`src/rtl/hazard_sequencer_pipelined.sv`:
```
// hazard_sequencer_pipelined: stall/flush/bubble sequencing, EX forwarding and data-memory wait control for a 5-stage RV32I pipeline
module hazard_sequencer_pipelined #(
  parameter int MEM_TIMEOUT = 16,
  parameter int CNT_W       = 16
) (
  input  logic             clk,
  input  logic             rst_n,
  input  logic             id_valid,
  input  logic [4:0]       id_rs1,
  input  logic [4:0]       id_rs2,
  input  logic             id_use_rs1,
  input  logic             id_use_rs2,
  input  logic [4:0]       id_rd,
  input  logic             id_wb_reg_file,
  input  logic             id_mem_read,
  input  logic             id_mem_write,
  input  logic             ex_redirect,
  input  logic             dmem_ready,
  output logic             stall_if,
  output logic             stall_id,
  output logic             stall_ex,
  output logic             stall_mem,
  output logic             flush_id,
  output logic             bubble_ex,
  output logic             bubble_wb,
  output logic [1:0]       forward_a,
  output logic [1:0]       forward_b,
  output logic             err_mem_timeout,
  output logic [CNT_W-1:0] cnt_load_use,
  output logic [CNT_W-1:0] cnt_mem_wait,
  output logic [CNT_W-1:0] cnt_redirect
);
  localparam int WCW = $clog2(MEM_TIMEOUT + 1) + 1;
  localparam logic [WCW-1:0] TIMEOUT = WCW'(MEM_TIMEOUT);
  localparam logic [1:0] FWD_ORG = 2'b00;
  localparam logic [1:0] FWD_MEM = 2'b01;
  localparam logic [1:0] FWD_WB  = 2'b10;

  typedef enum logic {RUN, MEM_WAIT} state_e;
  typedef struct packed {
    logic       v;
    logic [4:0] rs1;
    logic [4:0] rs2;
    logic [4:0] rd;
    logic       wb;
    logic       mrd;
    logic       mwr;
  } ex_slot_t;
  typedef struct packed {
    logic       v;
    logic [4:0] rd;
    logic       wb;
    logic       mrd;
    logic       mwr;
  } mem_slot_t;
  typedef struct packed {
    logic       v;
    logic [4:0] rd;
    logic       wb;
  } wb_slot_t;

  state_e           state_q, state_d;
  ex_slot_t         ex_q, ex_d;
  mem_slot_t        mem_q, mem_d;
  wb_slot_t         wb_q, wb_d;
  logic [WCW-1:0]   wait_q, wait_d;
  logic             err_q, err_d;
  logic [CNT_W-1:0] cnt_lu_q, cnt_mw_q, cnt_rr_q;
  logic             mem_hold, redirect, load_use, mem_fwd_ok, wb_fwd_ok;

  function automatic logic [CNT_W-1:0] sat_inc(input logic [CNT_W-1:0] c, input logic en);
    return (en && !(&c)) ? c + 1'b1 : c;
  endfunction

  // A pending MEM access freezes everything; redirect and load-use only act when the pipe moves.
  assign mem_hold   = mem_q.v & (mem_q.mrd | mem_q.mwr) & ~dmem_ready;
  assign redirect   = rst_n & ex_redirect & ~mem_hold;
  assign load_use   = ~mem_hold & ~ex_redirect & ex_q.v & ex_q.mrd & (|ex_q.rd) & id_valid &
                      ((id_use_rs1 & (id_rs1 == ex_q.rd)) | (id_use_rs2 & (id_rs2 == ex_q.rd)));
  assign stall_if   = mem_hold | load_use;
  assign stall_id   = mem_hold | load_use;
  assign stall_ex   = mem_hold;
  assign stall_mem  = mem_hold;
  assign bubble_wb  = mem_hold;
  assign flush_id   = redirect;
  assign bubble_ex  = redirect | load_use;

  // Loads in MEM have no data yet, so only ALU results forward from MEM.
  assign mem_fwd_ok = mem_q.v & mem_q.wb & ~mem_q.mrd & (|mem_q.rd);
  assign wb_fwd_ok  = wb_q.v & wb_q.wb & (|wb_q.rd);
  assign forward_a  = ~ex_q.v ? FWD_ORG : (mem_fwd_ok & (mem_q.rd == ex_q.rs1)) ? FWD_MEM :
                      (wb_fwd_ok & (wb_q.rd == ex_q.rs1)) ? FWD_WB : FWD_ORG;
  assign forward_b  = ~ex_q.v ? FWD_ORG : (mem_fwd_ok & (mem_q.rd == ex_q.rs2)) ? FWD_MEM :
                      (wb_fwd_ok & (wb_q.rd == ex_q.rs2)) ? FWD_WB : FWD_ORG;

  assign err_mem_timeout = err_q;
  assign cnt_load_use    = cnt_lu_q;
  assign cnt_mem_wait    = cnt_mw_q;
  assign cnt_redirect    = cnt_rr_q;

  // Next state of the wait FSM, its timeout counter and the shadow slots.
  always_comb begin
    state_d = state_q == RUN ? (mem_hold ? MEM_WAIT : RUN) : (dmem_ready ? RUN : MEM_WAIT);
    wait_d  = state_q == MEM_WAIT ? (wait_q >= TIMEOUT ? wait_q : wait_q + 1'b1) : '0;
    err_d   = err_q | (wait_d >= TIMEOUT);
    ex_d    = ex_q;
    mem_d   = mem_q;
    wb_d    = wb_q;
    if (mem_hold) begin
      wb_d.v = 1'b0;
    end else begin
      wb_d  = '{v: mem_q.v, rd: mem_q.rd, wb: mem_q.wb};
      mem_d = '{v: ex_q.v, rd: ex_q.rd, wb: ex_q.wb, mrd: ex_q.mrd, mwr: ex_q.mwr};
      ex_d  = '{v: id_valid & ~bubble_ex, rs1: id_rs1, rs2: id_rs2, rd: id_rd,
                wb: id_wb_reg_file, mrd: id_mem_read, mwr: id_mem_write};
    end
  end

  // FSM, timeout flag and shadow slot registers.
  always_ff @(posedge clk or negedge rst_n) begin
    if (!rst_n) begin
      state_q <= RUN;
      wait_q  <= '0;
      err_q   <= 1'b0;
      ex_q    <= '0;
      mem_q   <= '0;
      wb_q    <= '0;
    end else begin
      state_q <= state_d;
      wait_q  <= wait_d;
      err_q   <= err_d;
      ex_q    <= ex_d;
      mem_q   <= mem_d;
      wb_q    <= wb_d;
    end
  end

  // Saturating hazard event counters.
  always_ff @(posedge clk or negedge rst_n) begin
    if (!rst_n) begin
      cnt_lu_q <= '0;
      cnt_mw_q <= '0;
      cnt_rr_q <= '0;
    end else begin
      cnt_lu_q <= sat_inc(cnt_lu_q, load_use);
      cnt_mw_q <= sat_inc(cnt_mw_q, mem_hold);
      cnt_rr_q <= sat_inc(cnt_rr_q, redirect);
    end
  end
endmodule

```
`config.mk`:
```
export PLATFORM = sky130hd
export DESIGN_NAME = hazard_sequencer_pipelined
export DESIGN_NICKNAME = d
export VERILOG_FILES = /design/src/rtl/hazard_sequencer_pipelined.sv
export SDC_FILE = /design/constraint.sdc
export NUM_CORES = 1
export LEC_CHECK = 0
export CAP_MARGIN = 20
export CORE_AREA = 2 2 80 113
export CTS_BUF_LIST = sky130_fd_sc_hd__clkbuf_8
export CTS_CLUSTER_DIAMETER = 60
export DETAILED_ROUTE_END_ITERATION = 10
export DIE_AREA = 0 0 82 115
export PLACE_DENSITY = 0.8
export SLEW_MARGIN = 10
export SYNTH_ARGS = -nofsm -noshare
export SYNTH_HDL_FRONTEND = slang
export SYNTH_SLANG_ARGS = --single-unit
```
`constraint.sdc`:
```
create_clock -name clk -period 2.24 [get_ports clk]
set_clock_uncertainty 0.2 [all_clocks]
set_input_delay 0.448 -clock clk [delete_from_list [all_inputs] [get_ports clk]]
set_output_delay 0.448 -clock clk [all_outputs]
set_load 0.02 [all_outputs]
```
# Word level (Yosys, flattened, before mapping)
# Cells that the tools add are included.
word_totals:
  word_cells: 89
  input_bits: 25
  ff_bits: 91
op_classes:
  magnitude_cmp: 2
  bitwise_logic: 32
  add_sub_neg: 4
  eq_ne: 6
  mux: 12
  reduce_logical: 12
ops:
  columns: ["cell", "n"]
  rows:
  - ["$add 16x1->16 const B", 3]
  - ["$reduce_and 16->1", 3]
  - ["$eq 5x5->1", 6]
  - ["$and 1x1->1", 22]
  - ["$reduce_or 5->1", 3]
  - ["$ge 6x5->1 const B", 2]
  - ["$mux 2", 6]
  - ["$mux 6", 2]
  - ["$add 6x1->6 const B", 1]
  - ["$not 1->1", 5]
  - ["$or 1x1->1", 5]
  - ["$mux 1", 4]
  - ["$logic_and 1x1->1", 3]
  - ["$logic_not 1->1", 3]

# Depth between registers and ports, before layout
logic_depth:
  depth_word: 13
  depth_mapped: 8
  depth_no_buf: 7

# Least setup slack after synthesis
# OpenSTA, ideal clock, no wires.
synth_path:
  path_kind: "reg2out"
  start: "register mem_q[4] in the netlist's numbering"
  end: "output forward_b[1]"
  path_slack_ps: -338
  t_required_ps: 1592
  path_buffers: 0
  arrival_time_ps: 1930
  stages_incl_launch_ff: 5
  cell_sequence: "dfrtp_1 -> or4_1 -> o21ai_0 -> nor4_1 -> nor4_1"
synth_via:
  elab_chain_cells: 5
  elab_cells_between_ends: 6
synth_rtl:
  columns: ["element", "line_no", "rtl"]
  rows:
  - ["from (decl)", "64", "mem_slot_t mem_q, mem_d;"]
  - ["from (signal assigned)", "133", "mem_q <= mem_d;"]
  - ["$reduce_or 5->1", "89", "assign mem_fwd_ok = mem_q.v & mem_q.wb & ~mem_q.mrd & (|mem_q.rd);"]
  - ["$and 1x1->1", "89", null]
  - ["$and 1x1->1 (*)", "93", "assign forward_b = ~ex_q.v ? FWD_ORG : (mem_fwd_ok & (mem_q.rd == ex_q.rs2)) ? FWD_MEM :"]
  - ["$mux 2 (*) (2 in series)", "93", null]
  - ["to (decl)", "27", "output logic [1:0] forward_b,"]
# Mark *: on every way between the ends. The rest lies on a longest branch, timed or not.

# Worst setup path after layout
layout_path:
  start: "register mem_q[6] in the netlist's numbering"
  end: "output forward_b[0]"
# The elaborated chain is that of the path after synthesis.

==> summary.txt <==
Flow run
  – Max Cap Viol: 0

Global route
  – First-pass GRT wire length: 18300 um
  – Vias in the first global route: 3900
  – Largest net degree at the start of global routing: 55
  – Met3 Usage GRT: 5.81%
  – Global route hottest layer: met2
  – Gr usage total: 25.3%
  – GRT overflow: 0
  – Met1 usage: 28.7%
  – Initial antenna violation count: 0
  – GR Layer Usage met2: 46.0%

Power
  – Leak Pwr: 2.91 nW
  – Int Pwr: 3.52 mW
  – P per Cell Area: 878 nW/um^2
  – Combinational Power Share: 37.7%
  – Power share of the clock group: 20.3%
  – Net Sw Frac: 35.6%
  – NetSw: 1.95 mW
  – Part of the power in registers: 42.0%
  – Maximum vdd drop: 0.631 mV

Timing
  – Period minus WS final: 2.70 ns
  – RSZ-0062 raised after global routing: true
  – Final Max Tran Viols: 0
  – Hold Violations, Final: 0
  – Tcrit/Tclk final: 120%
  – Maximum clock rate: 371 MHz
  – Slew margin rel.: 54.2%
  – Setup WS post-layout: -0.457 ns
  – Worst-Margin Slew: 0.687 ns
  – Final setup viols: 7

Hold path
  – Worst min-delay path category: reg -> reg

Finish
  – Layout area overhead: 40.2%
  – Nets: 629
  – Number of diodes: 0
  – Final Instance Count excl. Fillers: 709
  – Share of layout cells above drive strength 1: 22.7%
  – Post-Route Utilization: 74.2%

Synthesis
  – Post-synth cell types: 49
  – Top cells by count, synth: nand2_1 (122), dfrtp_1 (91), xnor2_1 (48), xor2_1 (28), nor2_1 (23)
  – Syn avg cell area: 9.88 um^2
  – Seq/Total Area, Yosys: 51.2%
  – Synth Register Bits: 91
  – Simple-Gate Fraction of Synth Area: 27.3%
  – Top cells by area, synth: dfrtp_1 (51%), nand2_1 (10%), xnor2_1 (9.5%)
  – Syn Inst Count: 450
  – Post-synth EDFFs: 0
  – Top_reg_cell synth: dfrtp_1
  – Post-synthesis async set-or-reset flop share: 100%
  – Mux cell area share after synthesis: 1.07%
  – Main combinational cell family by area after synthesis: simple AND/OR/NAND/NOR gates
  – Synth warn: 0
  – Top-count cell post-synth: nand2_1
  – Post-Synth Adder-Cell Area: 1.13%
  – Synth top area share: 51.2%
  – Area leader, netlist: dfrtp_1
  – Compound-Gate Fraction of Synth Area: 2.14%
  – Mapped Area: 4450 um^2
  – Mapped Nets: 479
  – Post-synthesis xor/xnor area fraction: 15.0%

Setup path
  – Startpoint types: register
  – Critical Path Slowest Stage Cell: or4_4
  – Worst EP arrival: 2.05 ns
  – Kind of critical path: reg -> out
  – Slowest stage delay, CP: 0.57 ns
  – Critical Path Sink Type: output pin
  – Critical Path RT: 1.59 ns
  – CP most frequent cell: buf_6
  – Critical-path cell list: or4_4 > o21ai_4 > buf_6 > nor4_4 > buf_4 > and2_4 > buf_6
  – Critical path fanouts, max: 2

Die
  – Die area: 9430 um^2
  – Core area: 8410 um^2
  – Initial Util: 52.9%
  – DIE WIDTH: 82 um
  – Row count: 40
  – Die Height: 115 um
  – # IOs: 85

Placed design
  – Placed Cells: 682
  – I/O Buffers: 84
  – GPL Wtd Cong: 0.870
  – DPL Wire Length: 8020 um

CTS
  – CTS buffer count: 9
  – Clk buf depth: 2
  – Root buffer cell: clkbuf_8
  – Worst-Skew Late Latency: 0.36 ns
  – Clock Sinks: 91
  – CTS tree: yes
  – H-tree Lvls: 3
  – Worst-path clk slew: 0.08 ns

Route
  – DR pass1 iterations: 4
  – Vias: 3858
  – Initial drt markers: 290
  – Routed length per placed instance: 16.3 um
  – Post-route ant nets: 0
  – Average vias per placed instance: 5.44
  – DRC errors left: 0
  – Routed WL: 11600 um

Run status
  – Status: finished with violations
  – Failing checks: setup timing
-- cell usage in the layout, fill, tap and decap left out, types with 3 or more instances in the layout --
cell type        count
nand2_1            119
xnor2_1             43
nor2_2               3
buf_6               13
xnor2_2              5
nor3_1              10
xor2_1              28
ha_1                 4
inv_1                6
clkbuf_8            11
and3_1               6
buf_4               63
clkdlybuf4s50_1     70
buf_2                3
nor4_4               3
nand3_1             20
nor2_1              19
or4_4                4
dfrtp_1             90
nand2_2              3
and2_1               3
nand4_1             21
nand2b_1             3
-- power groups by stage --
stage | clock network (mW) | registers [mW] | logic, mW
floorplan | 0 | 2.40 | 0.801
global placement | 0 | 2.26 | 1.75
detailed placement | 0 | 2.29 | 1.81
CTS | 1.14 | 2.27 | 1.95
global route | 1.22 | 2.34 | 2.21
finish | 1.11 | 2.30 | 2.06
-- cell families after synthesis --
| logic type | count (synthesis) |
|---|---|
| simple gates | 243 |
| flops | 91 |
| xor+xnor | 76 |
| buf+inv | 19 |
| compound gates | 13 |
| mux | 4 |
| fa+ha+maj | 4 |
-- flip-flops by register name (all words and copies together) (netlist names) --
signal	cells
wb_q	7
wait_q	6
err_mem_timeout	1
cnt_load_use	16
cnt_mem_wait	16
ex_q	19
mem_q	9
cnt_redirect	16
state_q	1
-- routing by layer --
layer,wire length [um],share of wire [%],up-vias
li1,-,-,1801
met1,4490,39,1931
met2,6410,55,110
met3,462,4.0,16
met4,224,1.9,0
met5,0,0,-
-- layout make-up --
class                   instances  area (um^2)
clock buffers                  11          151
clock inverters                 4         42.5
fillers                       625         2170
inverters                       6         30.0
multi-input cells             340         2240
flip-flops and latches         91         2280
well taps                     105          131
repair buffers                152         1360
-- worst max-delay path, delay by kind of cell, from the launching register on --
kind,cells,cell delay [ns]
and+or+nand+nor,3,0.74
DFF,1,0.38
AOI/OAI and AO/OA,1,0.19
buffers and inverters,3,0.39
-- path summary, 6_finish.rpt --
path | startpoint | to | slack, ns | cells past startpoint
min reg2reg | ex_q[2]$_DFFE_PN0N_ | ex_q[2]$_DFFE_PN0N_ | 0.27 | 2
min | ex_q[2]$_DFFE_PN0N_ | ex_q[2]$_DFFE_PN0N_ | 0.27 | 2
max | mem_q[6]$_DFFE_PN0N_ | forward_b[0] | -0.46 | 7
min in group asynchronous | rst_n | cnt_mem_wait[13]$_DFFE_PN0P_ | 0.52 | 3
max in group asynchronous | rst_n | mem_q[3]$_DFFE_PN0N_ | 0.23 | 4
max reg2reg | ex_q[4]$_DFFE_PN0N_ | cnt_load_use[1]$_DFFE_PN0P_ | 0.06 | 8
-- per-stage QoR --
| stage | cell area [um^2] | power, mW | TNS (ns) | setup slack [ns] | hold slack, ns |
|---|---|---|---|---|---|
| final | 6230 | 5.47 | -2.39 | -0.457 | 0.271 |
| after global routing | 6230 | 5.77 | -3.05 | -0.546 | 0.276 |
| after CTS | 6130 | 5.37 | -2.42 | -0.425 | 0.274 |
| after detailed placement | 5780 | 4.10 | -19.34 | -0.746 | 0.255 |
| after global placement | 5780 | 4.01 | -15.97 | -0.677 | 0.251 |
| after floorplan | 4460 | 3.20 | -0.136 | -0.136 | -0.0476 |
-- timing repair --
action | 4_1_cts | 5_1_grt
buffers inserted | 8 | 4
cloned | 0 | 0
endpoints found under the hold margin | 37 | 0
endpoints found under the setup margin | 16 | 12
resized for setup | 81 | 22
pin swaps | 13 | 16
hold buffers | 1 | 0
No activity file was read; power rests on OpenSTA's default activity.
